## config.mk

```make
export PLATFORM = sky130hd
export DESIGN_NAME = life_seed_ctrl
export DESIGN_NICKNAME = d
export VERILOG_FILES = /design/src/rtl/life_seed_ctrl.sv
export SDC_FILE = /design/constraint.sdc
export NUM_CORES = 1
export LEC_CHECK = 0
export CORE_ASPECT_RATIO = 0.8
export CORE_MARGIN = 3
export CORE_UTILIZATION = 35
export CTS_CLUSTER_DIAMETER = 30
export DETAILED_ROUTE_END_ITERATION = 8
export PLACE_DENSITY_LB_ADDON = 0.3
export SLEW_MARGIN = 20
export SYNTH_ARGS = -nofsm -noshare
export SYNTH_HDL_FRONTEND = slang
export SYNTH_SLANG_ARGS = --single-unit
```

## constraint.sdc

```tcl
create_clock -name clk -period 2.8 [get_ports clk]
set_clock_uncertainty 0.1 [all_clocks]
set_input_delay 0.42 -clock clk [delete_from_list [all_inputs] [get_ports clk]]
set_output_delay 0.42 -clock clk [all_outputs]
set_load 0.005 [all_outputs]
```

## src/rtl/life_seed_ctrl.sv

```systemverilog
// Board-seeding sequencer: thresholds LFSR words into live/dead rows and writes one row per
// handshake into board memory after discarding a warmup run of LFSR words.
module life_seed_ctrl #(
    parameter int unsigned ROWS   = 16,
    parameter int unsigned COLS   = 16,
    parameter int unsigned WARMUP = 8,
    localparam int unsigned RW    = $clog2(ROWS)
) (
    input  logic            clk,
    input  logic            reset,
    input  logic            start,
    input  logic            abort,
    input  logic [1:0]      density,
    input  logic [31:0]     rnd,
    input  logic            wr_ready,
    output logic            wr_en,
    output logic [RW-1:0]   wr_row,
    output logic [COLS-1:0] wr_data,
    output logic            busy,
    output logic            done
);

    localparam int unsigned CntW = 8;

    typedef enum logic [1:0] {
        StIdle,
        StWarmup,
        StWrite,
        StDone
    } state_e;

    state_e          state_q, state_d;
    logic [CntW-1:0] cnt_q, cnt_d;
    logic [RW-1:0]   row_q, row_d;
    logic [COLS-1:0] data_q, data_d;
    logic [1:0]      dens_q, dens_d;

    // Bit c is the AND of 1, 2 or 3 consecutive rnd bits starting at c, wrapping at bit 31.
    function automatic logic [COLS-1:0] seed_row(input logic [1:0] dens, input logic [31:0] r);
        logic [31:0] r1;
        logic [31:0] r2;
        logic [31:0] m;
        r1 = {r[0], r[31:1]};
        r2 = {r[1:0], r[31:2]};
        case (dens)
            2'b00:   m = r;
            2'b01:   m = r & r1;
            2'b10:   m = r & r1 & r2;
            default: m = '0;
        endcase
        return m[COLS-1:0];
    endfunction

    always_comb begin
        state_d = state_q;
        cnt_d   = cnt_q;
        row_d   = row_q;
        data_d  = data_q;
        dens_d  = dens_q;
        unique case (state_q)
            StIdle: begin
                if (start && !abort) begin
                    state_d = StWarmup;
                    dens_d  = density;
                    cnt_d   = '0;
                    row_d   = '0;
                end
            end
            StWarmup: begin
                if (abort) begin
                    state_d = StIdle;
                end else if (cnt_q == CntW'(WARMUP - 1)) begin
                    state_d = StWrite;
                    data_d  = seed_row(dens_q, rnd);
                end else begin
                    cnt_d = cnt_q + CntW'(1);
                end
            end
            StWrite: begin
                if (abort) begin
                    state_d = StIdle;
                    row_d   = '0;
                    data_d  = '0;
                end else if (wr_ready) begin
                    if (row_q == RW'(ROWS - 1)) begin
                        state_d = StDone;
                        row_d   = '0;
                        data_d  = '0;
                    end else begin
                        // Next row is sampled on the accepting edge so rows can stream 1/cycle.
                        row_d  = row_q + RW'(1);
                        data_d = seed_row(dens_q, rnd);
                    end
                end
            end
            StDone: begin
                state_d = StIdle;
            end
            default: begin
                state_d = StIdle;
            end
        endcase
    end

    always_ff @(posedge clk or negedge reset) begin
        if (!reset) begin
            state_q <= StIdle;
            cnt_q   <= '0;
            row_q   <= '0;
            data_q  <= '0;
            dens_q  <= 2'b00;
        end else begin
            state_q <= state_d;
            cnt_q   <= cnt_d;
            row_q   <= row_d;
            data_q  <= data_d;
            dens_q  <= dens_d;
        end
    end

    assign wr_en   = (state_q == StWrite);
    assign busy    = (state_q == StWarmup) || (state_q == StWrite);
    assign done    = (state_q == StDone);
    assign wr_row  = row_q;
    assign wr_data = data_q;

endmodule

```

==> results_tabular.tex <==
\begin{tabular}{lr}
\hline
Metric & Value \\
\hline
\multicolumn{2}{l}{\textbf{Status}} \\
Status & finished clean \\
\multicolumn{2}{l}{\textbf{Timing}} \\
Final hold violation count & 0 \\
Least-Margin Pin Slew & 0.808 ns \\
Slew headroom & 46.1\% \\
Final setup slack of the worst path & 0.511 ns \\
Post-route clock period utilization & 81.7\% \\
Fmax achieved & 0.437 GHz \\
Tmin final & 2.29 ns \\
Number of endpoints failing setup at the final stage & 0 \\
Final Slew Violations & 0 \\
Accumulated negative setup slack & 0 ns \\
RSZ-0062 raised after global routing & false \\
\multicolumn{2}{l}{\textbf{Detailed routing}} \\
Post-route DRC violation count & 0 \\
Iteration-0 DRC Markers & 109 \\
Drt wl/cell & 13.6 um \\
TritonRoute pass-1 iters & 4 \\
Residual antenna-violating net count after detailed routing & 0 \\
Post-Route WL & 4580 um \\
Vias after detailed routing & 1714 \\
Number of vias per cell after detailed routing & 5.09 \\
\multicolumn{2}{l}{\textbf{Synth}} \\
Synth Warn \# & 0 \\
Xor/xnor share of the synthesized area & 1.31\% \\
Proportion of synthesized area in mux cells & 12.2\% \\
Dominant combinational cell family by area after synthesis & compound AO/OA/AOI/OAI gates \\
Cell count after synthesis & 207 \\
Fraction of the mapped netlist area in adder cells & 3.73\% \\
Post-synth EDFFs & 0 \\
Prevailing post-synth register cell & sky130\_fd\_sc\_hd\_\_dfrtp\_1 \\
Proportion of register bits with asynchronous set or reset after synthesis & 100\% \\
Number of synthesized register bits & 32 \\
Netlist cell types & 45 \\
Synth Cell Area & 2010 sq um \\
Portion of the post-synthesis area used by sequential elements & 39.8\% \\
Post-synthesis simple-gate area fraction & 15.7\% \\
Synth Area in Compound Gates & 21.0\% \\
Average instance area after synthesis & 9.73 sq um \\
Syn nets & 252 \\
\multicolumn{2}{l}{\textbf{Setup path}} \\
RR Startpoint & state\_q[0]\$\_DFFE\_PN0P\_ \\
Max Fanout on Critical Path & 9 \\
Classification of the worst setup path & reg -> reg \\
Worst R2R Path Depth & 7 \\
Crit start category & flip-flop \\
Register-to-register setup slack & 0.51 ns \\
Critical Path AT & 2.37 ns \\
Required time reported for the critical path endpoint & 2.88 ns \\
Worst R2R End & wr\_data[11]\$\_DFFE\_PN0P\_ \\
Worst Setup End Kind & flip-flop \\
\multicolumn{2}{l}{\textbf{Final layout}} \\
Inserted Diodes & 0 \\
Sequential standard cell area & 801 sq um \\
Final standard cell area without fillers & 2680 sq um \\
Post-layout net count & 303 \\
Layout Area Growth over Synthesis & 32.9\% \\
Area of the multi-input gates & 1090 sq um \\
Share of layout cells above drive strength 1 & 12.7\% \\
Count of fill cells added during filler insertion & 516 \\
\multicolumn{2}{l}{\textbf{CTS}} \\
H-tree levels & 2 \\
TritonCTS clock tree & done \\
Max Root-Sink Buffers & 2 \\
Total setup buffers inserted after CTS & 0 \\
Num Clock Sinks & 32 \\
Number of gates resized after cts & 0 \\
Root buf cell & sky130\_fd\_sc\_hd\_\_clkbuf\_8 \\
CTS clk-pin slew, worst paths & 0.07 ns \\
Insertion delay of the later-clocked pin in the worst-skew pair & 0.29 ns \\
Number of CTS-inserted buffers & 5 \\
CTS Hold Buffers Added & 0 \\
\multicolumn{2}{l}{\textbf{Floorplan}} \\
Std-Cell Core Area & 5500 sq um \\
Die Width & 90.8 um \\
Number of top-level pins & 62 \\
Floorplan die area & 6700 sq um \\
Count of standard-cell rows & 24 \\
Die height & 73.8 um \\
Initial Util & 36.6\% \\
\multicolumn{2}{l}{\textbf{Power}} \\
Worst vdd ir & 327 uV \\
Internal power component & 1560 uW \\
Reg power frac & 32.7\% \\
Power Density & 916 nW/um\^{}2 \\
Portion of total power attributed to the clock network & 15.4\% \\
Cell leakage power & 0.00120 uW \\
Net switching power & 886 uW \\
Net switching share of the total power & 36.2\% \\
Combinational share of power & 51.9\% \\
\multicolumn{2}{l}{\textbf{Hold path}} \\
Hold WC Path Type & reg -> reg \\
Beginning of the worst hold path & wr\_data[4]\$\_DFFE\_PN0P\_ \\
Number of cells on the worst hold path & 1 \\
Worst Hold Path EP & wr\_data[4]\$\_DFFE\_PN0P\_ \\
\multicolumn{2}{l}{\textbf{Global routing}} \\
First-pass GRT wire length & 7760 um \\
Antenna violations before repair & 0 \\
Pin count of the biggest net entering global routing & 33 \\
GRT Util Overall & 14.6\% \\
Residual overflow from global routing & 0 \\
Vias in the first global route & 1656 \\
\multicolumn{2}{l}{\textbf{Placement}} \\
Placement Cell Area & 2580 sq um \\
Weighted congestion at the end of routability-driven global placement & 0.746 \\
PortBufs & 47 \\
DP HPWL & 3370 um \\
Post-placement setup slack & 0.394 ns \\
\multicolumn{2}{l}{\textbf{Job}} \\
Max-cap violation count & 0 \\
\hline
\end{tabular}
-- cells in the final DEF, fill, tap and decap left out, types with 2 or more instances in the layout --
cell,n
sky130_fd_sc_hd__mux2i_1,4
sky130_fd_sc_hd__inv_1,22
sky130_fd_sc_hd__clkbuf_8,6
sky130_fd_sc_hd__a21boi_0,16
sky130_fd_sc_hd__nor2b_1,3
sky130_fd_sc_hd__nand4b_1,2
sky130_fd_sc_hd__nand2b_1,5
sky130_fd_sc_hd__nand2_1,3
sky130_fd_sc_hd__o21ai_0,6
sky130_fd_sc_hd__ha_1,6
sky130_fd_sc_hd__and3_1,14
sky130_fd_sc_hd__mux2_2,9
sky130_fd_sc_hd__o21ai_1,2
sky130_fd_sc_hd__xnor2_1,3
sky130_fd_sc_hd__a21oi_1,7
sky130_fd_sc_hd__mux2_4,7
sky130_fd_sc_hd__nand3_1,2
sky130_fd_sc_hd__o211ai_1,4
sky130_fd_sc_hd__o22ai_1,14
sky130_fd_sc_hd__nor3_1,3
sky130_fd_sc_hd__nor4_1,2
sky130_fd_sc_hd__a22o_1,2
sky130_fd_sc_hd__and2_1,2
sky130_fd_sc_hd__o2bb2ai_1,2
sky130_fd_sc_hd__nor2_1,9
sky130_fd_sc_hd__clkinv_2,2
sky130_fd_sc_hd__buf_4,6
sky130_fd_sc_hd__clkdlybuf4s50_1,47
sky130_fd_sc_hd__dfrtp_1,32
-- through the flow --
step                power, uW  utilization (%)  instances  hold WS, ns
floorplan                1620                -        207       0.0244
global placement         2060             47.0        329        0.396
detailed placement       2090             47.0        329        0.392
CTS                      2480             48.7        337        0.415
global route             2630             48.7        337        0.425
finish                   2450             48.7        337        0.410
-- kinds of logic (layout without fill, tap and decap cells) --
kind of cell	after synthesis	after routing
AOI/OAI and AO/OA	62	62
xor gates and xnor gates	3	3
adders and majority gates	6	6
buffers and inverters	31	83
DFF	32	32
muxes	20	20
and+or+nand+nor	53	53
-- per-layer routing --
layer	track usage (%)	part of all wire, %	up-vias
li1	-	-	853
met1	18.7	47	818
met2	23.8	47	38
met3	4.81	4.8	5
met4	4.01	1.1	0
met5	0	0	-
-- power by group through the flow --
stage                     Combinational (uW)  Clock [uW]  Sequential, uW
after floorplan                          905           0             716
after global placement                  1250           0             804
after detailed placement                1280           0             810
after CTS                               1290         387             802
after global routing                    1390         409             834
final                                   1270         377             803
-- worst max-delay path, stage by stage, from the launching register on --
cell and delay (ns):
sky130_fd_sc_hd__dfrtp_1 0.42, sky130_fd_sc_hd__inv_1 0.09, sky130_fd_sc_hd__ha_1 0.30, sky130_fd_sc_hd__nor3b_1 0.34, sky130_fd_sc_hd__a21oi_1 0.10, sky130_fd_sc_hd__o21ai_2 0.24, sky130_fd_sc_hd__buf_4 0.28, sky130_fd_sc_hd__mux2_4 0.31
-- worst max-delay path by stage --
stage,start,to,slack (ns),depth (start not counted)
6_report,state_q[0]$_DFFE_PN0P_,wr_data[11]$_DFFE_PN0P_,0.51,7
5_1_grt,state_q[1]$_DFFE_PN0P_,wr_data[10]$_DFFE_PN0P_,0.34,6
4_1_cts,state_q[0]$_DFFE_PN0P_,wr_data[10]$_DFFE_PN0P_,0.48,7
3_5_place_dp,abort,wr_data[10]$_DFFE_PN0P_,0.39,6
3_3_place_gp,abort,wr_data[7]$_DFFE_PN0P_,0.42,6
2_1_floorplan,state_q[0]$_DFFE_PN0P_,wr_data[10]$_DFFE_PN0P_,0.77,7
-- synthesized netlist by cell type (3+ instances only) --
cell type | count | area, sq um
sky130_fd_sc_hd__a21boi_0 | 16 | 120
sky130_fd_sc_hd__a21oi_1 | 7 | 35.0
sky130_fd_sc_hd__and3_1 | 14 | 87.6
sky130_fd_sc_hd__clkbuf_1 | 7 | 26.3
sky130_fd_sc_hd__dfrtp_1 | 32 | 801
sky130_fd_sc_hd__ha_1 | 6 | 75.1
sky130_fd_sc_hd__inv_1 | 22 | 82.6
sky130_fd_sc_hd__mux2_2 | 9 | 101
sky130_fd_sc_hd__mux2_4 | 7 | 105
sky130_fd_sc_hd__mux2i_1 | 4 | 40.0
sky130_fd_sc_hd__nand2_1 | 3 | 11.3
sky130_fd_sc_hd__nand2b_1 | 5 | 31.3
sky130_fd_sc_hd__nor2_1 | 9 | 33.8
sky130_fd_sc_hd__nor2b_1 | 3 | 18.8
sky130_fd_sc_hd__nor3_1 | 3 | 15.0
sky130_fd_sc_hd__o211ai_1 | 4 | 30.0
sky130_fd_sc_hd__o21ai_0 | 6 | 30.0
sky130_fd_sc_hd__o22ai_1 | 14 | 87.6
sky130_fd_sc_hd__xnor2_1 | 3 | 26.3
-- state kept, by name, summed over array words and instances (netlist names) --
signal   flops
cnt_q        8
dens_q       2
state_q      2
wr_data     16
wr_row       4
-- final cells by class --
class / count / share of cell area (%)
clock buffer: 6 / 3.09
clock inverter: 2 / 0.374
inverter: 22 / 3.09
multi-input combinational: 144 / 40.6
sequential: 32 / 29.9
tap: 78 / 3.65
timing repair buffer: 53 / 19.3
Note: power is estimated with default switching activity, not from simulation.
